File: src/rtl/median3_stream_ctrl_if.sv
// Handshake bundle for median3_stream_ctrl: framed sample input and filtered output.
// MEDIAN_BYPASS_EN adds the bypass select that returns the centre sample instead of the median.
interface median3_stream_ctrl_if #(
  parameter int DATA_W = 8,
  parameter int CNT_W  = 16
);
  logic              in_valid;
  logic              in_ready;
  logic [DATA_W-1:0] in_data;
  logic              in_last;
  logic              out_valid;
  logic              out_ready;
  logic [DATA_W-1:0] out_data;
  logic              out_last;
  logic [CNT_W-1:0]  out_idx;
`ifdef MEDIAN_BYPASS_EN
  logic              bypass;
`endif

  modport master (
`ifdef MEDIAN_BYPASS_EN
    output bypass,
`endif
    output in_valid, in_data, in_last, out_ready,
    input  in_ready, out_valid, out_data, out_last, out_idx
  );

  modport slave (
`ifdef MEDIAN_BYPASS_EN
    input  bypass,
`endif
    input  in_valid, in_data, in_last, out_ready,
    output in_ready, out_valid, out_data, out_last, out_idx
  );
endinterface

File: src/rtl/median3_stream_ctrl.sv
// Streaming 3-tap median filter with edge replication at frame start and end.
// Optional MEDIAN_BYPASS_EN: bypass=1 outputs the centre sample of the window instead of the median.
module median3_unit #(
  parameter int W = 8
) (
  input  logic [W-1:0] a0,
  input  logic [W-1:0] a1,
  input  logic [W-1:0] a2,
  output logic [W-1:0] out
);
  logic [W-1:0] lo01;
  logic [W-1:0] hi01;
  logic [W-1:0] hi_min;

  // median = max(min(a0,a1), min(max(a0,a1), a2))
  always_comb begin
    lo01   = (a0 < a1) ? a0 : a1;
    hi01   = (a0 < a1) ? a1 : a0;
    hi_min = (hi01 < a2) ? hi01 : a2;
    out    = (lo01 > hi_min) ? lo01 : hi_min;
  end
endmodule

module median3_stream_ctrl #(
  parameter int DATA_W = 8,
  parameter int CNT_W  = 16
) (
  input  logic                  clk,
  input  logic                  rst,
  median3_stream_ctrl_if.slave  s
);
  typedef enum logic [1:0] {IDLE, RUN, FLUSH} state_t;

  state_t            state_q, state_d;
  logic [DATA_W-1:0] w0_q, w0_d;
  logic [DATA_W-1:0] w1_q, w1_d;
  logic [DATA_W-1:0] out_data_q, out_data_d;
  logic              out_valid_q, out_valid_d;
  logic              out_last_q, out_last_d;
  logic [CNT_W-1:0]  out_idx_q, out_idx_d;

  logic              slot_free;
  logic              out_fire;
  logic              in_ready;
  logic              in_fire;
  logic [DATA_W-1:0] med_a2;
  logic [DATA_W-1:0] med_out;
  logic [DATA_W-1:0] result;

  assign slot_free = !out_valid_q || s.out_ready;
  assign out_fire  = out_valid_q && s.out_ready;
  assign in_ready  = !rst && ((state_q == IDLE) || ((state_q == RUN) && slot_free));
  assign in_fire   = s.in_valid && in_ready;

  // In FLUSH the missing right neighbour is the replicated last sample.
  assign med_a2 = (state_q == FLUSH) ? w1_q : s.in_data;

  median3_unit #(.W(DATA_W)) u_median (
    .a0  (w0_q),
    .a1  (w1_q),
    .a2  (med_a2),
    .out (med_out)
  );

`ifdef MEDIAN_BYPASS_EN
  assign result = s.bypass ? w1_q : med_out;
`else
  assign result = med_out;
`endif

  assign s.in_ready  = in_ready;
  assign s.out_valid = out_valid_q;
  assign s.out_data  = out_data_q;
  assign s.out_last  = out_last_q;
  assign s.out_idx   = out_idx_q;

  // NOTE: every variable gets a default first so no path leaves it unassigned (no latch).
  always_comb begin
    state_d     = state_q;
    w0_d        = w0_q;
    w1_d        = w1_q;
    out_data_d  = out_data_q;
    out_valid_d = out_valid_q;
    out_last_d  = out_last_q;
    out_idx_d   = out_idx_q;

    if (out_fire) begin
      out_valid_d = 1'b0;
      out_idx_d   = out_last_q ? '0 : out_idx_q + 1'b1;
    end

    case (state_q)
      IDLE: begin
        if (in_fire) begin
          w0_d    = s.in_data;
          w1_d    = s.in_data;
          state_d = s.in_last ? FLUSH : RUN;
        end
      end
      RUN: begin
        if (in_fire) begin
          out_data_d  = result;
          out_valid_d = 1'b1;
          out_last_d  = 1'b0;
          w0_d        = w1_q;
          w1_d        = s.in_data;
          if (s.in_last) state_d = FLUSH;
        end
      end
      FLUSH: begin
        if (slot_free) begin
          out_data_d  = result;
          out_valid_d = 1'b1;
          out_last_d  = 1'b1;
          state_d     = IDLE;
        end
      end
      default: state_d = IDLE;
    endcase
  end

  // NOTE: sequential state uses non-blocking assignments so every flop samples pre-edge values.
  always_ff @(posedge clk or posedge rst) begin
    if (rst) begin
      state_q     <= IDLE;
      w0_q        <= '0;
      w1_q        <= '0;
      out_data_q  <= '0;
      out_valid_q <= 1'b0;
      out_last_q  <= 1'b0;
      out_idx_q   <= '0;
    end else begin
      state_q     <= state_d;
      w0_q        <= w0_d;
      w1_q        <= w1_d;
      out_data_q  <= out_data_d;
      out_valid_q <= out_valid_d;
      out_last_q  <= out_last_d;
      out_idx_q   <= out_idx_d;
    end
  end
endmodule

File: src/flat_wrapper.sv
// flat-port wrapper written by rule: the top's interface ports become plain ports
module median3_stream_ctrl_flat 
#(
  parameter int DATA_W = 8,
  parameter int CNT_W  = 16
)
  (clk, rst, s_in_valid, s_in_data, s_in_last, s_out_ready, s_in_ready, s_out_valid, s_out_data, s_out_last, s_out_idx);
  median3_stream_ctrl_if #(.DATA_W(DATA_W), .CNT_W(CNT_W)) s_i ();
  input  logic clk;
  input  logic rst;
  input wire logic [$bits(s_i.in_valid)-1:0] s_in_valid;
  input wire logic [$bits(s_i.in_data)-1:0] s_in_data;
  input wire logic [$bits(s_i.in_last)-1:0] s_in_last;
  input wire logic [$bits(s_i.out_ready)-1:0] s_out_ready;
  output wire logic [$bits(s_i.in_ready)-1:0] s_in_ready;
  output wire logic [$bits(s_i.out_valid)-1:0] s_out_valid;
  output wire logic [$bits(s_i.out_data)-1:0] s_out_data;
  output wire logic [$bits(s_i.out_last)-1:0] s_out_last;
  output wire logic [$bits(s_i.out_idx)-1:0] s_out_idx;
  assign s_i.in_valid = s_in_valid;
  assign s_i.in_data = s_in_data;
  assign s_i.in_last = s_in_last;
  assign s_i.out_ready = s_out_ready;
  assign s_in_ready = s_i.in_ready;
  assign s_out_valid = s_i.out_valid;
  assign s_out_data = s_i.out_data;
  assign s_out_last = s_i.out_last;
  assign s_out_idx = s_i.out_idx;
  median3_stream_ctrl #(.DATA_W(DATA_W), .CNT_W(CNT_W)) u_core (.clk(clk), .rst(rst), .s(s_i));
endmodule
File: config.mk
export PLATFORM = sky130hd
export DESIGN_NAME = median3_stream_ctrl_flat
export DESIGN_NICKNAME = d
export VERILOG_FILES = /design/src/rtl/median3_stream_ctrl_if.sv /design/src/rtl/median3_stream_ctrl.sv /design/src/flat_wrapper.sv
export SDC_FILE = /design/constraint.sdc
export NUM_CORES = 1
export LEC_CHECK = 0
export ABC_CLOCK_PERIOD_IN_PS = 5730
export BUFFER_PORTS_ARGS = -buffer_cell sky130_fd_sc_hd__buf_2
export CAP_MARGIN = 20
export CELL_PAD_IN_SITES_DETAIL_PLACEMENT = 1
export CELL_PAD_IN_SITES_GLOBAL_PLACEMENT = 1
export CORE_ASPECT_RATIO = 1.4
export CORE_MARGIN = 1.5
export CORE_UTILIZATION = 44
export CTS_CLUSTER_DIAMETER = 120
export DETAILED_ROUTE_END_ITERATION = 10
export PLACE_DENSITY = 0.91
export SLEW_MARGIN = 20
export SYNTH_ARGS = -nofsm -noshare
export SYNTH_HDL_FRONTEND = slang
export SYNTH_SLANG_ARGS = --single-unit
File: constraint.sdc
create_clock -name clk -period 5.73 [get_ports clk]
set_input_delay 0.573 -clock clk [delete_from_list [all_inputs] [get_ports clk]]
set_output_delay 0.573 -clock clk [all_outputs]
set_load 0.1 [all_outputs]
==> impl_metrics.ini, run 1 <==
[floorplanning]
rows = 35
start_util_pct = 45.4
fp.dieH_um = 100
core_um2 = 6570
pin_count = 40
die_area_um2 = 7290
chipWidth_um = 72.6

[setup_path]
timing.critical_path.mode_cell = ha_1
startpoint_type = flip-flop
crit_start = u_core.w1_q[5]
r2r_cells = 20
critPathArrivalTime_ps = 5380
r2r_end = u_core.s.out_data[6]
slowest_stage = a221oi_1
worstSetupEndpointType = flip-flop
crit_end = u_core.s.out_data[6]
reg2reg_slack_ps = 560
cp_max_fo = 8
crit_type = reg -> reg
slowest_delay_ps = 430
cp.required_ps = 5940
regToRegStartpoint = u_core.w1_q[5]
crit_chain = inv_1, ha_1, a21o_1, a221oi_1, o21ai_1, buf_4, nand2_1, o21ai_1, ha_1, a211oi_1, nor2_1, a2111o_1, a22o_1, a221o_2, ha_1, a21oi_1, o2111ai_1, nand2_1, or2_2, o221ai_1

[cts]
cts-root-buf = clkbuf_8
clk_pin_slew_ps = 80
cts_tree = yes
cts_setup_buffers = 0
clock-sinks = 44
clkLatencyLatePin_ps = 300
cts_hold_buf = 0
cts_buffers = 5
cts_max_path_buffers = 2
htree_levels = 2

[sta]
finalCriticalPeriod_ps = 5170
skew_ps = 3.67
final-hold-violation-count = 0
setup_ws_ps = 555
final_max_slew_viol_count = 0
tightestPinTransition_ps = 681
setup_viol = 0
fmax_mhz = 193
tns_ps = 0
rsz0062_at_grt = false
fin_crit_sh_pct = 90.3
relSlewSlack_pct = 54.6

[global_routing]
antenna_found_initial = 0
grt_pass1_vias = 2752
grt_max_degree = 45
grt_pass1_wl_mm = 12.7
grt_overflow = 0
globalRouteTotalUtil_pct = 22.0

[drt]
first_pass_iters = 4
wl_met3_um = 253
dr_wl_met2_mm = 3.98
dr.max_layer_used = met4
drtIter0Drc = 89
postRouteAntennaNets = 0
drc = 0
wl_mm = 7.47
detail_route.wl_per_cell_um = 16.5
vias = 2609
vias_per_cell = 5.76
wl_met1_mm = 3.10

[logic_synthesis]
syn_nets = 381
syn-mean-instance-area_um2 = 8.70
syn_inst = 343
synthAdderAreaFrac_pct = 10.8
ys_types = 49
synth.most_common_cell = dfrtp_1
synth_xor_area_share_pct = 2.35
muxShareOfSynthArea_pct = 8.35
synthFlopType = dfrtp_1
synth_top_area_share_pct = 36.9
async_flop_share_pct = 100
yosys-top-cells-area = dfrtp_1 37%, ha_1 10%, mux2i_1 5.7%
synth_warnings = 0
syn-cell-area_um2 = 2980
synth_simple_gate_area_share_pct = 16.3
synth_edf_count = 0
synth_top_family_by_area = compound AO/OA/AOI/OAI gates
seq_area_frac_synth_pct = 36.9
yosys.area.top_type = dfrtp_1
synth_common_cells = 44 x dfrtp_1, 42 x nand2_1, 35 x nor2_1
synth_seq_cells = 44
synth_compound_area_share_pct = 18.5

[placed_design]
dp.cells = 445
port-buffer-count = 39
place_congestion = 0.877
dp_slack_ps = 489
dp_hpwl_mm = 5.78

[status]
run_status = finished clean

[cells_and_area]
final_net_count = 416
synthToLayoutAreaGrowth_pct = 11.2
antenna_cells = 0
layout.cells.non_filler = 453
ff_latch_area_um2 = 1100
drive_gt1_share_pct = 17.2
n_fill_cell = 811
multiInputGateArea_um2 = 1680

[worst_hold_path]
hp-class = in -> async

[run]
maxCapViolations = 0
-- registers in the layout (all words and copies together) (netlist names) --
signal,count
u_core.s.out_last,1
u_core.w0_q,8
u_core.s.out_valid,1
u_core.w1_q,8
u_core.state_q,2
u_core.s.out_idx,16
u_core.s.out_data,8
-- area by class of cell --
type	count	area share (%)
Sequential cell	44	33.2
Timing Repair Buffer	42	6.56
Multi-Input combinational cell	253	50.6
Clock buffer	6	2.19
Tap cell	74	2.79
Inverter	32	3.62
Clock inverter	2	1.06
-- metal layers --
metal	vias to the layer above	global-route usage (%)
met4	0	7.55
met3	11	3.51
met1	1281	24.5
li1	1263	-
met2	54	41.3
met5	-	0
-- cell families after synthesis --
| group | Yosys count |
|---|---|
| simple gates | 110 |
| compound gates | 85 |
| buf+inv | 46 |
| flops | 44 |
| fa+ha+maj | 26 |
| mux | 24 |
| xor+xnor | 8 |
-- worst min path at each step --
stage / start / end / cells after the start
2_1_floorplan: u_core.w0_q[2] / u_core.w0_q[2] / 2
4_1_cts: rst / u_core.w0_q[3] / 3
6_report: rst / u_core.s.out_idx[0] / 3
3_3_place_gp: u_core.s.out_data[3] / u_core.s.out_data[3] / 2
5_1_grt: rst / u_core.s.out_idx[0] / 3
3_5_place_dp: u_core.s.out_data[1] / u_core.s.out_data[1] / 2
-- cell usage in the layout, fill, tap and decap left out, drive strengths merged, types with 2 or more instances in the layout --
master / n
o211ai: 3
o2111ai: 2
nand4: 4
or3: 5
nor2: 35
o21ai: 27
xor2: 7
inv: 31
dfrtp: 44
or2: 2
nand3: 5
mux2: 7
nand2: 43
o221ai: 8
a21oi: 28
clkbuf: 6
nand2b: 3
and3: 2
a221o: 2
a221oi: 2
nor3: 6
a21o: 3
mux2i: 17
clkinv: 2
and2: 3
buf: 42
ha: 25
-- critical path, delay by kind of cell, from the launching register on --
family,cells,cell delay (ps)
adder cells (fa/ha/maj),3,900
AO/OA/AOI/OAI,11,2770
flip-flops,1,390
AND/OR/NAND/NOR,4,650
buffers and inverters,2,370
-- per-stage QoR --
stage                     cell area, um^2  hold slack [ps]  utilization [%]
after floorplan                      2980              546                -
after global placement               3210              471             48.9
after detailed placement             3210              479             48.9
after CTS                            3320              429             50.5
after global routing                 3320              469             50.5
final                                3320              407             50.5
-- what timing repair did --
item	in CTS	in global routing
gates resized for setup	0	1
endpoints found under the setup margin	0	7
endpoints found under the hold margin	0	0
Power of run 1 is left out: the tool's default activity adds up to more than one toggle a clock period on the data nets, which glitch-free logic cannot reach.
==> run 2: changes to the inputs <==
--- a/config.mk
+++ b/config.mk
@@ -12,11 +12,12 @@
 export CELL_PAD_IN_SITES_GLOBAL_PLACEMENT = 1
 export CORE_ASPECT_RATIO = 1.4
 export CORE_MARGIN = 1.5
-export CORE_UTILIZATION = 44
+export CORE_UTILIZATION = 46
 export CTS_CLUSTER_DIAMETER = 120
 export DETAILED_ROUTE_END_ITERATION = 10
-export PLACE_DENSITY = 0.91
+export PLACE_DENSITY = 0.92
 export SLEW_MARGIN = 20
 export SYNTH_ARGS = -nofsm -noshare
 export SYNTH_HDL_FRONTEND = slang
+export SYNTH_HIERARCHICAL = 1
 export SYNTH_SLANG_ARGS = --single-unit
==> run 2 against run 1 <==
  * The run now ends with setup timing left
  * Sequential cell count stayed put
  * Synthesized area is 16% higher
  * Largest cell class unchanged
  * Die area is 10% higher
  * Sequential share of layout area is 7.7 points lower
  * Utilization is 8.7 points higher
  * Count of clock-buffer cells in the layout stayed put
==> impl_metrics.ini, run 2 <==
[status]
run_status = complete, but fails checks
violations = setup timing

[cells_and_area]
synthToLayoutAreaGrowth_pct = 25.2
layout.cells.non_filler = 543
final_common_cell = dfrtp_1
drive_gt1_share_pct = 37.9
layout_common_cells = 43 x dfrtp_1, 41 x buf_4, 39 x buf_2
ff_latch_area_um2 = 1100
n_fill_cell = 864
multiInputGateArea_um2 = 2320
fin_util_pct = 59.2
final_net_count = 484
antenna_cells = 0
largest_reg_flops = 16

[floorplanning]
die_area_um2 = 8050
pin_count = 40
chipWidth_um = 76.3
fp.dieH_um = 106
rows = 37
start_util_pct = 47.3
core_um2 = 7310

[sta]
fmax_mhz = 174
finalCriticalPeriod_ps = 5750
final-hold-violation-count = 0
tightestPinTransition_ps = 1090
final_max_slew_viol_count = 0
fin_crit_sh_pct = 100
setup_ws_ps = -20.1
setup_viol = 5
relSlewSlack_pct = 27.1
skew_ps = 7.47

[drt]
first_pass_iters = 6
postRouteAntennaNets = 0
vias = 3359
drc = 0
drtIter0Drc = 200
wl_mm = 12.8
detail_route.wl_per_cell_um = 23.5
vias_per_cell = 6.19

[run]
maxCapViolations = 0

[logic_synthesis]
seq_area_frac_synth_pct = 31.8
synth_edf_count = 0
synth.most_common_cell = dfrtp_1
synth_xor_area_share_pct = 1.77
synthFlopType = dfrtp_1
muxShareOfSynthArea_pct = 14.5
synth_common_cells = 44 x dfrtp_1, 36 x a21oi_1, 34 x inv_1, 34 x o21ai_0, 26 x ha_1
synth_warnings = 6
synth_simple_gate_area_share_pct = 16.5
async_flop_share_pct = 100
syn-cell-area_um2 = 3460
synthAdderAreaFrac_pct = 9.41
ys_types = 58
syn-mean-instance-area_um2 = 9.37
synth_compound_area_share_pct = 19.9
yosys-top-cells-area = dfrtp_1 32%, ha_1 9.4%, a21oi_1 5.2%
syn_inst = 369
yosys.area.top_type = dfrtp_1
syn_nets = 408
synth_top_family_by_area = compound AO/OA/AOI/OAI gates
synth_seq_cells = 44
synth_top_area_share_pct = 31.8

[setup_path]
critPathArrivalTime_ps = 5950
crit_chain = inv_2, ha_4, a2111oi_4, buf_4, o31a_1, buf_6, o21ai_0, o21ai_1, ha_1, nand2_1, o21a_1, and2_4, and4_4, or3_4, mux2i_1, ha_1, and3_4, o21a_1, o41ai_4, or2_4, nor4b_4, buf_4, a222oi_1, mux2_4
r2r_cells = 24
startpoint_type = flip-flop
cp_max_fo = 7
worstSetupEndpointType = flip-flop
slowest_delay_ps = 460
cp.depth = 24
cp_top_family = compound AO/OA/AOI/OAI gates
slowest_stage = or3_4
crit_type = reg -> reg
path_buf_inv = 4
cp.required_ps = 5930

[cts]
cts_max_path_buffers = 2
htree_levels = 2
cts-root-buf = clkbuf_8
cts_buffers = 5
cts_hold_buf = 0
clkLatencyLatePin_ps = 310
clock-sinks = 44
clk_pin_slew_ps = 90
cts_tree = yes

[placed_design]
dp.cells = 525
dp_hpwl_mm = 8.70
place_congestion = 0.967
dp_slack_ps = -213
port-buffer-count = 39

[global_routing]
globalRouteTotalUtil_pct = 30.2
grt_pass1_vias = 3723
grt_overflow = 0
grt_max_degree = 31
antenna_found_initial = 0
grt_pass1_wl_mm = 18.8

[worst_hold_path]
hp-class = in -> async
## run 2: path summary, 6_finish.rpt
path                                            from                   end  slack (ps)
min in group clk                u_core/s.out_data[2]  u_core/s.out_data[2]         530
worst max-delay path                  u_core/w1_q[1]  u_core/s.out_data[4]         -20
worst min register to register  u_core/s.out_data[2]  u_core/s.out_data[2]         530
max in group asynchronous                        rst        u_core/w0_q[1]        4720
worst min-delay path                             rst     u_core/state_q[1]         260
worst max register to register        u_core/w1_q[1]  u_core/s.out_data[4]         -20
## run 2: final cells by class
class | count | share of cell area (%)
Clock buffer | 6 | 1.91
Clock inverter | 2 | 0.896
Inverter | 34 | 2.95
Multi-Input combinational cell | 277 | 53.6
Sequential cell | 44 | 25.5
Tap cell | 97 | 2.80
Timing Repair Buffer | 83 | 12.4
## run 2: per-layer routing
metal	track usage [%]	routed length (um)	vias up
li1	-	-	1491
met4	20.9	882	0
met3	5.19	565	63
met1	29.0	4440	1655
met5	0	0	-
met2	57.3	6890	150
## run 2: timing repair
item / 4_1_cts / 5_1_grt
cloned: 0 / 0
buffers inserted: 1 / 9
pin swaps: 1 / 13
gates resized for setup: 6 / 37
setup endpoints to repair: 8 / 8
## run 2: cells by family after synthesis
kind of cell | count (synthesis)
DFF | 44
AOI/OAI and AO/OA | 105
and+or+nand+nor | 96
adders and majority gates | 26
buffers and inverters | 48
xor gates and xnor gates | 7
muxes | 43
## run 2: metrics by stage
step           TNS (ps)  instance area, um^2  hold WS, ps
6_report          -65.9                 4330          256
5_1_grt            -760                 4330          296
4_1_cts               0                 4120          269
3_5_place_dp      -1340                 3950          505
3_3_place_gp          0                 3950          486
2_1_floorplan         0                 3460          530
## run 2: worst register-to-register path: cells and delay by family, from the launching register on
kind,cells,cell delay [ps]
buf+inv,4,670
compound gates,8,1730
mux,2,520
fa+ha+maj,3,690
flops,1,410
simple gates,7,1610
Power of run 2 is left out for the same reason.
==> run 3: changes to the inputs <==
--- a/config.mk
+++ b/config.mk
@@ -5,7 +5,7 @@
 export SDC_FILE = /design/constraint.sdc
 export NUM_CORES = 1
 export LEC_CHECK = 0
-export ABC_CLOCK_PERIOD_IN_PS = 5730
+export ABC_CLOCK_PERIOD_IN_PS = 5840
 export BUFFER_PORTS_ARGS = -buffer_cell sky130_fd_sc_hd__buf_2
 export CAP_MARGIN = 20
 export CELL_PAD_IN_SITES_DETAIL_PLACEMENT = 1
@@ -15,7 +15,7 @@
 export CORE_UTILIZATION = 46
 export CTS_CLUSTER_DIAMETER = 120
 export DETAILED_ROUTE_END_ITERATION = 10
-export PLACE_DENSITY = 0.92
+export PLACE_DENSITY_LB_ADDON = 0.1
 export SLEW_MARGIN = 20
 export SYNTH_ARGS = -nofsm -noshare
 export SYNTH_HDL_FRONTEND = slang
==> constraint.sdc (replaced) <==
create_clock -name clk -period 5.84 [get_ports clk]
set_input_delay 0.584 -clock clk [delete_from_list [all_inputs] [get_ports clk]]
set_output_delay 0.584 -clock clk [all_outputs]
set_load 0.1 [all_outputs]
==> run 3 against run 2 <==
  * The run now ends clean
  * Critical endpoint is now u_core/s.out_data[1]
  * Routed wire length is 23% lower
  * Die area stayed put
  * Sequential cell count stayed put
  * Utilization is 3.8 points lower
  * Design area is 6.5% lower
  * Worst hold slack better by 260 ps
  * Register-to-register slack better by 250 ps
  * Global-route usage is 5.0 points lower
  * Maximum frequency is 2.4% higher
  * Critical path depth is 2 lower
==> impl_metrics.ini, run 3 (synthesis gave the netlist of run 2 again) <==
[status]
run_status = finished clean

[global_routing]
antenna_found_initial = 0
grt_pass1_wl_mm = 15.8
globalRouteTotalUtil_pct = 25.2
grt_max_degree = 45
grt_pass1_vias = 3152
grt_overflow = 0

[setup_path]
startpoint_type = flip-flop
critPathArrivalTime_ps = 5860
cp.required_ps = 6090
reg2reg_slack_ps = 230
worstSetupEndpointType = flip-flop
regToRegStartpoint = u_core/w1_q[6]
cp.depth = 22
slowest_stage = or3_4
r2r_end = u_core/s.out_data[1]
path_buf_inv = 2
crit_type = reg -> reg
slowest_delay_ps = 420
timing.critical_path.mode_cell = ha_1
cp_top_family = compound AO/OA/AOI/OAI gates
cp_max_fo = 7
crit_chain = inv_1, ha_1, a2111oi_4, o31a_1, buf_4, o21ai_0, o21ai_0, ha_1, a21oi_1, o21a_1, and2_1, and4_4, or3_4, mux2i_2, ha_1, and3_1, o21a_1, o41ai_4, or2_4, mux2_4, a222oi_1, mux2_4
r2r_cells = 22

[placed_design]
port-buffer-count = 39
dp_hpwl_mm = 7.33
place_congestion = 0.944
place_area_um2 = 3830
dp_slack_ps = -138

[floorplanning]
core_um2 = 7310
fp.dieH_um = 106
rows = 37
chipWidth_um = 76.3
pin_count = 40
start_util_pct = 47.3
die_area_um2 = 8050

[cells_and_area]
layout_common_cells = 44 x dfrtp_1, 39 x buf_2, 35 x a21oi_1
drive_gt1_share_pct = 30.7
n_fill_cell = 893
final_area_um2 = 4050
largest_reg_flops = 16
final_common_cell = dfrtp_1
antenna_cells = 0
final_net_count = 462
synthToLayoutAreaGrowth_pct = 17.1

[drt]
drc = 0
detail_route.wl_per_cell_um = 18.8
drtIter0Drc = 133
vias_per_cell = 5.81
first_pass_iters = 5
vias = 3026
postRouteAntennaNets = 0
wl_mm = 9.78

[sta]
setup_viol = 0
tns_ps = 0
final-hold-violation-count = 0
tightestPinTransition_ps = 987
setup_ws_ps = 227
finalCriticalPeriod_ps = 5610
final_max_slew_viol_count = 0
fin_crit_sh_pct = 96.1
fmax_mhz = 178
relSlewSlack_pct = 34.1
skew_ps = 7.30

[run]
maxCapViolations = 0

[cts]
htree_levels = 2
cts_tree = yes
clk_pin_slew_ps = 90
cts_max_path_buffers = 2
clock-sinks = 44
cts-root-buf = clkbuf_8
clkLatencyLatePin_ps = 310
cts_buffers = 5

[worst_hold_path]
hp-class = in -> async
-- run 3: cell types whose count changed in the layout (fill, tap and decap cells not counted), moves of 2 or more --
cell / previous run / this run
buf_4: 41 / 21
ha_1: 20 / 26
o21ai_0: 26 / 32
ha_4: 4 / 0
a21oi_1: 32 / 35
a21oi_2: 4 / 1
buf_6: 3 / 0
inv_1: 30 / 33
o21ai_1: 5 / 2
o21ai_2: 4 / 1
ha_2: 2 / 0
inv_2: 3 / 1
-- run 3: final cells by class --
class	count	area, um^2	share of cell area, %
multi-input cells	277	2220	54.8
flip-flops and latches	44	1100	27.2
repair buffers	61	373	9.21
inverters	34	128	3.15
well taps	97	121	3.00
clock buffers	6	72.6	1.79
clock inverters	2	35.0	0.866
-- run 3: how the worst max path moves through the flow --
stage | start | to | slack, ps
4_1_cts | u_core/w1_q[6] | u_core/s.out_data[1] | 70
3_5_place_dp | u_core/w1_q[6] | u_core/s.out_data[1] | -140
2_1_floorplan | u_core/w1_q[6] | u_core/s.out_data[2] | 460
5_1_grt | u_core/w1_q[1] | u_core/s.out_data[0] | -40
6_report | u_core/w1_q[6] | u_core/s.out_data[1] | 230
3_3_place_gp | u_core/w1_q[3] | u_core/s.out_data[1] | -50
-- run 3: timing repair --
item / CTS / global route
setup endpoints to repair: 8 / 8
pin swaps: 0 / 6
setup buffers: 0 / 4
cloned: 0 / 0
gates resized for setup: 1 / 13
hold buffers: 0 / 0
-- run 3: metal layers --
layer / wire length (um) / share of wire (%) / track usage (%)
met1: 4020 / 41 / 29.5
met4: 273 / 2.8 / 11.0
met5: 0 / 0 / 0
met2: 5260 / 54 / 45.9
met3: 231 / 2.4 / 2.86
-- run 3: metrics by stage --
stage | util [%] | std cells | hold WS (ps)
global placement | 52.3 | 509 | 491
global route | 55.3 | 521 | 532
floorplan | - | 369 | 530
finish | 55.3 | 521 | 519
CTS | 53.8 | 517 | 518
detailed placement | 52.3 | 509 | 493
Power of run 3 is left out for the same reason.
